[src/rtl/leitor_amostras.sv]
// Sample reader: turns {musica, endereco} requests into single memory reads with ack timeout.
// Optional macro LEITOR_AMOSTRAS_SILENCIO_EN: a timed-out read delivers SILENCIO as a valid sample.
module leitor_amostras #(
  parameter int unsigned           DATA_WIDTH     = 8,
  parameter int unsigned           TIMEOUT_CICLOS = 255,
  parameter logic [DATA_WIDTH-1:0] SILENCIO       = 8'h80
) (
  input  logic                  clk,
  input  logic                  reset,
  input  logic [21:0]           endereco,
  input  logic [1:0]            musica,
  input  logic                  addr_valid,
  input  logic                  mem_ack,
  input  logic [DATA_WIDTH-1:0] mem_data,
  output logic [23:0]           mem_addr,
  output logic                  mem_req,
  output logic [DATA_WIDTH-1:0] amostra,
  output logic                  amostra_valid,
  output logic                  ocupado,
  output logic                  erro_timeout
);

  localparam int unsigned ADDR_W = 24;
  localparam int unsigned CNT_W  = 8;
  localparam logic [CNT_W-1:0] CNT_LIMITE = CNT_W'(TIMEOUT_CICLOS - 1);

  typedef enum logic [1:0] {
    OCIOSO,
    REQUISITA,
    ENTREGA
  } estado_t;

  estado_t           estado;
  logic [CNT_W-1:0]  contador;
  logic              pendente;
  logic [ADDR_W-1:0] end_pendente;
  logic [ADDR_W-1:0] end_novo;
`ifdef LEITOR_AMOSTRAS_SILENCIO_EN
  logic              por_timeout;
`endif

  assign end_novo = {musica, endereco};

  // Request FSM; every output is a register updated alongside the state.
  always_ff @(posedge clk or negedge reset) begin
    if (!reset) begin
      estado        <= OCIOSO;
      mem_req       <= 1'b0;
      mem_addr      <= '0;
      amostra       <= SILENCIO;
      amostra_valid <= 1'b0;
      ocupado       <= 1'b0;
      erro_timeout  <= 1'b0;
      pendente      <= 1'b0;
      end_pendente  <= '0;
      contador      <= '0;
`ifdef LEITOR_AMOSTRAS_SILENCIO_EN
      por_timeout   <= 1'b0;
`endif
    end else begin
      amostra_valid <= 1'b0;
      erro_timeout  <= 1'b0;

      // Requests arriving while busy collapse into one slot; the newest one wins.
      if (addr_valid && (estado != OCIOSO)) begin
        pendente     <= 1'b1;
        end_pendente <= end_novo;
      end

      case (estado)
        OCIOSO: begin
          if (addr_valid || pendente) begin
            mem_addr <= addr_valid ? end_novo : end_pendente;
            mem_req  <= 1'b1;
            contador <= '0;
            pendente <= 1'b0;
            ocupado  <= 1'b1;
            estado   <= REQUISITA;
          end
        end

        REQUISITA: begin
          if (mem_ack) begin
            amostra <= mem_data;
            mem_req <= 1'b0;
            estado  <= ENTREGA;
          end else if (contador == CNT_LIMITE) begin
            mem_req      <= 1'b0;
            erro_timeout <= 1'b1;
`ifdef LEITOR_AMOSTRAS_SILENCIO_EN
            por_timeout  <= 1'b1;
            estado       <= ENTREGA;
`else
            ocupado      <= 1'b0;
            estado       <= OCIOSO;
`endif
          end else begin
            contador <= contador + CNT_W'(1);
          end
        end

        ENTREGA: begin
          amostra_valid <= 1'b1;
          ocupado       <= 1'b0;
          estado        <= OCIOSO;
`ifdef LEITOR_AMOSTRAS_SILENCIO_EN
          if (por_timeout) begin
            amostra <= SILENCIO;
          end
          por_timeout <= 1'b0;
`endif
        end

        default: begin
          estado  <= OCIOSO;
          mem_req <= 1'b0;
          ocupado <= 1'b0;
        end
      endcase
    end
  end

endmodule

[config.mk]
export PLATFORM = sky130hd
export DESIGN_NAME = leitor_amostras
export DESIGN_NICKNAME = d
export VERILOG_FILES = /design/src/rtl/leitor_amostras.sv
export SDC_FILE = /design/constraint.sdc
export NUM_CORES = 1
export LEC_CHECK = 0
export CORE_UTILIZATION = 44
export CTS_CLUSTER_SIZE = 14
export DETAILED_ROUTE_END_ITERATION = 10
export GPL_TIMING_DRIVEN = 0
export HOLD_SLACK_MARGIN = 0.12
export PLACE_DENSITY = 0.83
export SLEW_MARGIN = 20
export SYNTH_ARGS = -nofsm -noshare
export SYNTH_HDL_FRONTEND = slang
export SYNTH_SLANG_ARGS = --single-unit
[constraint.sdc]
create_clock -name clk -period 1.76 [get_ports clk]
set_clock_uncertainty 0.15 [all_clocks]
set_input_delay 0.352 -clock clk [delete_from_list [all_inputs] [get_ports clk]]
set_output_delay 0.352 -clock clk [all_outputs]
set_load 0.01 [all_outputs]
Word-level counts from Yosys, hierarchy flattened
Cells that the tools add are included.

word-level totals
  bits of input ports = 36
  flip-flop bits (word level) = 71
  output and inout bits = 36
  logic and storage cells = 53

cells by class
  equal/unequal tests = 8
  muxes and demuxes = 22
  bitwise operators = 1
  add/sub/neg operators = 1
  reductions and logical operators = 11

operators with widths
  cell                                           count
  two-way mux 24 bit                             1
  two-way mux 8 bit                              3
  case mux 8 bit (2 select lines)                1
  two-way mux 1 bit                              11
  adder 8 x 1 -> 8 bit, second input constant    1
  == test 8 bit, second input constant           1
  inequality test 2 bit, second input constant   4
  two-way mux 2 bit                              3
  AND reduction 2 bit                            3
  AND reduction 3 bit                            2
  case mux 2 bit (2 select lines)                1
  AND reduction 4 bit                            1
  nonzero test 2 bit                             2
  inequality test 3 bit, second input constant   1
  case mux 1 bit (3 select lines)                1
  == test 2 x 1 -> 1 bit, second input constant  1
  == test 2 bit, second input constant           1
  logical NOT 2 bit                              1
  case mux 1 bit (2 select lines)                1
  logical AND 1 bit                              1
  logical OR 1 bit                               1
  inverter 1 bit                                 1

Depth between registers and ports, before layout
Gate-level depths: netlist (run 1).

  depth after elaboration = 5
  gate-level depth with buffers = 6
  depth with buffers taken out = 6

Least setup slack after synthesis (run 1)
OpenSTA, ideal clock, no wires.

  path kind = register -> register
  start point = register estado[1]
  end point = register end_pendente[10]
  buffers on the path = 2
  clock period less this slack = 1.684 ns
  setup slack = 0.076 ns
  cell stages (with the launch flop) = 5
  library setup time = 0.125 ns
  data required time = 1.485 ns
  arrival = 1.409 ns
  path through = dfrtp_1 > buf_2 > o21ai_1 > buf_2 > mux2_2

on the way
  cells in the longest elaborated chain, start to end = 2

ends and longest elaborated chain
  item                      line  text
  start: declaration        33    estado_t estado;
  start signal: assignment  47    estado <= OCIOSO;
  start signal: assignment  78    estado <= REQUISITA;
  start signal: assignment  86    estado <= ENTREGA;
  nonzero test 2 bit        65    if (addr_valid && (estado != OCIOSO)) begin
  logical AND 1 bit         65
  end signal: assignment    67    end_pendente <= end_novo;
  end: declaration          36    logic [ADDR_W-1:0] end_pendente;

Every way passes these cells.
A chain may end at the register's enable or synchronous reset.

Worst setup path after layout (run 1)
  start point = input port mem_ack
  end point = register contador[4]

on the way
  cells in the longest elaborated chain, start to end = 2

ends and longest elaborated chain
  item                                    line  text
  start: declaration                      13    input logic mem_ack,
  inequality test 2 bit (no source line)  -
  AND reduction 4 bit (no source line)    -
  end signal: assignment                  98    contador <= contador + CNT_W'(1);
  end: declaration                        34    logic [CNT_W-1:0] contador;

Every way passes these cells.

==> flow_summary.yaml, run 1 <==
critical_path:
  cp_max_fo: 5
  slowest_stage: "clkdlybuf4s50_1"
  reg2reg_slack_ps: 70
  cpPeakStageDelay_ps: 520
  path_cells: "clkdlybuf4s50_1, nor3b_4, o21ai_4, or4_1, nand3_1"
  crit_buf_inv: 1
  crit_type: "input pin to flop"
  r2r_end: "contador[4]"
  crit_family: "simple AND/OR/NAND/NOR gates"
  path_depth: 5
  cp.arrival_ps: 1840
  r2r_cells: 5
  end_kind: "flop"
  reg2reg_from: "estado[1]"
  crit_required_ps: 1890
  start_kind: "input pin"
sta:
  clock.fmax_ghz: 0.5844
  fin_crit_ps: 1711
  hold_viol: 0
  setup_ws_ps: 48.83
  slew_violations: 0
  setup_viol: 0
  worst_pin_slew_ps: 401.9
  hold_ws_ps: 252.5
  slew_headroom_pct: 73.21
  period_share_pct: 97.23
  rsz0062_at_grt: "no"
power:
  ir_drop_mv: 0.8644
  p_switching_mw: 2.258
  p_int_mw: 4.357
  power_frac_comb_pct: 37.9
  power.leakage_nw: 2.031
  power_frac_clock_pct: 19.5
  p_sw_share_pct: 34.13
  power_mw: 6.615
  power_density_mw_per_mm2: 1600
  p_seq_share_pct: 42.6
floorplanning:
  die_width_um: 84.46
  dieArea_mm2: 0.007133
  die_y_um: 84.46
  start_util_pct: 46.32
  boundaryPins: 72
  core_mm2: 0.006459
  core.rowCount: 29
cells_and_area:
  mostFrequentLayoutCell: "dfrtp_1"
  drive_gt1_share_pct: 22.58
  n_antenna_cell: 0
  final_core_util_pct: 64.01
  final_cell_mix: "dfrtp_1 (69), clkdlybuf4s50_1 (35), mux2_2 (32)"
  fin_nets: 374
  design_area_mm2: 0.004134
  area_growth_pct: 38.18
place:
  place.gp.congestion: 0.8146
  place_area_mm2: 0.003814
  hpwl_um: 4390
  pre_cts_ws_ps: -404.6
  io_buffer_count: 70
logic_synthesis:
  yosysSeqAreaShare_pct: 59.43
  syn-mean-instance-area_um2: 12.06
  synth_warnings: 0
  synth-main-ff-cell: "dfrtp_1"
  syn_nets: 286
  ys_types: 30
  netlist_instances: 248
  synth_area_mm2: 0.002992
  synth_edf_count: 0
  ys_ff_latch: 71
  async_flop_share_pct: 100.0
detailed_routing:
  ant_nets: 0
  drtIter0Drc: 138
  vias: 2197
  drc: 5
  drt-total-wl_um: 6407
  wl_per_cell_um: 15.33
  first_pass_iters: 9
  viasPerCell: 5.256
run_status:
  status: "complete, but fails checks"
  violations: "DRC"
job:
  drv_cap: 0
cts:
  clkTransAtPathRegs_ps: 80
  insertion_delay_ps: 340
  htreeDepth: 3
  cts_buffer_depth: 2
  root_buffer: "clkbuf_8"
  numCtsBuffers: 9
  tritoncts: "done"
  cts_sinks: 71
global_routing:
  grt_pass1_vias: 2246
  grt_max_degree: 59
  antenna_found_initial: 0
  grt.total_usage_pct: 19.77
  overflow: 0
  grt_pass1_wl_um: 10790
min_path:
  hp-class: "input pin to async pin"
==> cells by family (layout without fill, tap and decap cells) <==
| family | count (synthesis) | in the layout | synth area share, % |
|---|---|---|---|
| multiplexers | 56 | 56 | 20.08 |
| AO/OA/AOI/OAI | 45 | 45 | 8.197 |
| AND/OR/NAND/NOR | 59 | 59 | 9.327 |
| adder cells (fa/ha/maj) | 2 | 2 | 0.8363 |
| buffers and inverters | 15 | 108 | 2.133 |
| flip-flops | 71 | 71 | 59.43 |
==> sequential cells by signal, indices dropped and copies added, names as in the netlist <==
| name | cells |
|---|---|
| mem_req | 1 |
| amostra_valid | 1 |
| end_pendente | 24 |
| ocupado | 1 |
| erro_timeout | 1 |
| pendente | 1 |
| amostra | 8 |
| mem_addr | 24 |
| contador | 8 |
| estado | 2 |
==> worst max-delay path by stage <==
stage	start	endpoint	slack, ps
detailed placement	mem_ack	contador[4]	-400
global route	contador[0]	ocupado	5
finish	mem_ack	contador[4]	50
floorplan	estado[1]	end_pendente[10]	80
CTS	estado[1]	end_pendente[9]	-0.09
global placement	reset	end_pendente[21]	-2140
==> routing by layer <==
layer  track usage, %  share of wire (%)
met1            24.58                 43
met5                0                  0
met3            6.391                5.6
met2            32.71                 50
met4            6.934                1.1
==> repair_timing <==
action,CTS,global route
gates cloned,0,0
gates resized for setup,28,22
pin swaps,1,3
endpoints found under the setup margin,65,68
hold buffers,1,0
buffers inserted,1,4
hold endpoints to repair,71,0
==> layout make-up <==
class                   instances  area (µm²)
multi-input cells             162        1180
plain buffers                  12       66.31
repair buffers                 77       803.3
inverters                       3       11.26
clock buffers                   9       123.9
flip-flops and latches         71        1779
fillers                       507        2325
well taps                      77       96.34
clock inverters                 7       73.82
==> worst register-to-register path, stage by stage (launching register included) <==
cell and delay (ps):
dfrtp_1 360, buf_4 170, nor3b_4 250, o21ai_4 130, or4_1 470, nand3_1 90
==> metrics by stage <==
| stage | cells | TNS, ps |
|---|---|---|
| 6_report | 418 | 0 |
| 5_1_grt | 418 | 0 |
| 4_1_cts | 414 | -0.09392 |
| 3_5_place_dp | 396 | -11910 |
| 3_3_place_gp | 395 | -162240 |
| 2_1_floorplan | 248 | 0 |
==> power groups by stage <==
| stage | logic [mW] | clock network (mW) | registers, mW |
|---|---|---|---|
| 2_1_floorplan | 1.20 | 0 | 2.94 |
| 3_3_place_gp | 2.49 | 0 | 2.80 |
| 3_5_place_dp | 2.58 | 0 | 2.85 |
| 4_1_cts | 2.50 | 1.33 | 2.82 |
| 5_1_grt | 2.77 | 1.41 | 2.92 |
| 6_report | 2.50 | 1.29 | 2.82 |
==> synthesized netlist by cell type, types with 2 or more instances <==
| cell | count | area share [%] |
|---|---|---|
| a31oi_1 | 3 | 0.63 |
| or2_2 | 2 | 0.42 |
| o21a_1 | 2 | 0.50 |
| nor2_1 | 6 | 0.75 |
| a21oi_1 | 5 | 0.84 |
| inv_1 | 3 | 0.38 |
| nand3_1 | 9 | 1.5 |
| nand2_1 | 31 | 3.9 |
| ha_1 | 2 | 0.84 |
| dfrtp_1 | 70 | 59 |
| o21ai_1 | 2 | 0.33 |
| nor3_1 | 2 | 0.33 |
| mux2_2 | 32 | 12 |
| mux2i_1 | 24 | 8.0 |
| o21ai_0 | 30 | 5.0 |
| clkbuf_1 | 5 | 0.63 |
| nor2b_1 | 2 | 0.42 |
| buf_2 | 6 | 1.0 |
No activity file was read; power rests on OpenSTA's default activity.
==> inputs of run 2 (changes only) <==
--- a/config.mk
+++ b/config.mk
@@ -11,7 +11,6 @@
 export GPL_TIMING_DRIVEN = 0
 export HOLD_SLACK_MARGIN = 0.12
 export PLACE_DENSITY = 0.83
-export SLEW_MARGIN = 20
 export SYNTH_ARGS = -nofsm -noshare
 export SYNTH_HDL_FRONTEND = slang
 export SYNTH_SLANG_ARGS = --single-unit
==> flow_summary.yaml, run 2 (synthesized netlist as in run 1, its figures left out) <==
floorplanning:
  start_util_pct: 46.32
  die_width_um: 84.46
  dieArea_mm2: 0.007133
  boundaryPins: 72
  core_mm2: 0.006459
  die_y_um: 84.46
  core.rowCount: 29
global_routing:
  grt_max_degree: 72
  antenna_found_initial: 0
  grt_pass1_vias: 2205
  grt_pass1_wl_um: 10520
  overflow: 0
  grt.total_usage_pct: 19.17
cells_and_area:
  reg_top3: "end_pendente (24), mem_addr (24)"
  nFillCells: 517
  n_antenna_cell: 0
  regArea_mm2: 0.001779
  mostFrequentLayoutCell: "dfrtp_1"
  multi_input_area_mm2: 0.001180
  area_growth_pct: 37.43
  drive_gt1_share_pct: 21.83
  final_cell_mix: "dfrtp_1 (69), clkdlybuf4s50_1 (38), mux2_2 (32)"
  final_core_util_pct: 63.66
  fin_nets: 372
cts:
  clkTransAtPathRegs_ps: 70
  cts_sinks: 71
  htreeDepth: 3
  numCtsBuffers: 9
  cts_buffer_depth: 2
  root_buffer: "clkbuf_8"
  insertion_delay_ps: 340
  tritoncts: "done"
power:
  p_int_mw: 4.497
  p_seq_share_pct: 41.9
  p_sw_share_pct: 33.05
  power.leakage_nw: 2.033
  power_density_mw_per_mm2: 1634
  power_frac_comb_pct: 37.4
  ir_drop_mv: 0.8516
  power_mw: 6.718
  p_switching_mw: 2.220
  power_frac_clock_pct: 20.8
critical_path:
  cpPeakStageDelay_ps: 520
  cp_max_fo: 5
  cp.arrival_ps: 1850
  crit_family: "simple AND/OR/NAND/NOR gates"
  crit_type: "input pin to flop"
  slowest_stage: "clkdlybuf4s50_1"
  crit_required_ps: 1890
  crit_buf_inv: 1
  end_kind: "flop"
  start_kind: "input pin"
  path_cells: "clkdlybuf4s50_1, nor3b_4, o21ai_4, or4_1, nand3_1"
sta:
  slew_headroom_pct: 41.90
  setup_viol: 0
  hold_viol: 0
  slew_violations: 0
  fin_crit_ps: 1723
  period_share_pct: 97.93
  worst_pin_slew_ps: 871.5
  setup_ws_ps: 36.52
  clock.fmax_ghz: 0.5802
place:
  io_buffer_count: 70
  hpwl_um: 4337
  pre_cts_ws_ps: -413.9
  place.gp.congestion: 0.8146
detailed_routing:
  viasPerCell: 5.349
  drt-total-wl_um: 6342
  first_pass_iters: 9
  drc: 5
  vias: 2225
  drtIter0Drc: 203
  ant_nets: 0
  wl_per_cell_um: 15.25
job:
  drv_cap: 0
run_status:
  violations: "DRC"
  status: "complete, but fails checks"
min_path:
  hp-class: "flop to flop"
run 2: final timing paths:
path,startpoint,cells after the start,to,slack [ps]
max in group asynchronous,reset,2,estado[0],350
max,mem_ack,5,contador[4],40
max reg2reg,estado[1],5,contador[4],80
min,mem_addr[9],2,mem_addr[9],330
min reg2reg,mem_addr[9],2,mem_addr[9],330
min in group asynchronous,reset,2,amostra[5],500
run 2: cell type report:
type / count / area share (%)
multi-input cells: 162 / 28.70
repair buffers: 75 / 18.65
clock inverters: 6 / 2.100
clock buffers: 10 / 3.104
inverters: 3 / 0.2739
well taps: 77 / 2.343
plain buffers: 12 / 1.552
flip-flops and latches: 71 / 43.27
run 2: what timing repair did:
item / CTS / global route
hold buffers: 1 / 0
gates resized for setup: 23 / 22
buffers inserted: 1 / 3
endpoints found under the setup margin: 54 / 68
hold endpoints to repair: 70 / 0
pin swaps: 1 / 1
run 2: power groups by stage:
stage	clock network, mW	logic (mW)	registers (mW)
3_5_place_dp	0	2.58	2.85
2_1_floorplan	0	1.20	2.94
6_report	1.40	2.51	2.81
4_1_cts	1.43	2.53	2.82
3_3_place_gp	0	2.49	2.80
5_1_grt	1.51	2.75	2.91
run 2: worst min-delay path, stage by stage (launching register included):
cell	delay, ps
dfrtp_1	340
nand2_1	40
o21ai_0	60
run 2: per-layer routing:
layer / vias to the layer above / global-route usage, % / share of wire [%]
li1: 1048 / - / -
met1: 1111 / 23.86 / 44
met2: 56 / 31.52 / 49
met3: 10 / 5.113 / 5.1
met4: 0 / 8.783 / 1.6
met5: - / 0 / 0
run 2: through the flow:
stage	instances	TNS (ps)	hold WS [ps]	cell area [µm²]
2_1_floorplan	248	0	-93.59	2992
3_3_place_gp	395	-162240	314.6	3789
3_5_place_dp	395	-11940	319.3	3786
4_1_cts	413	0	297.7	4026
5_1_grt	416	-8.147	345.8	4111
6_report	416	0	327.8	4111
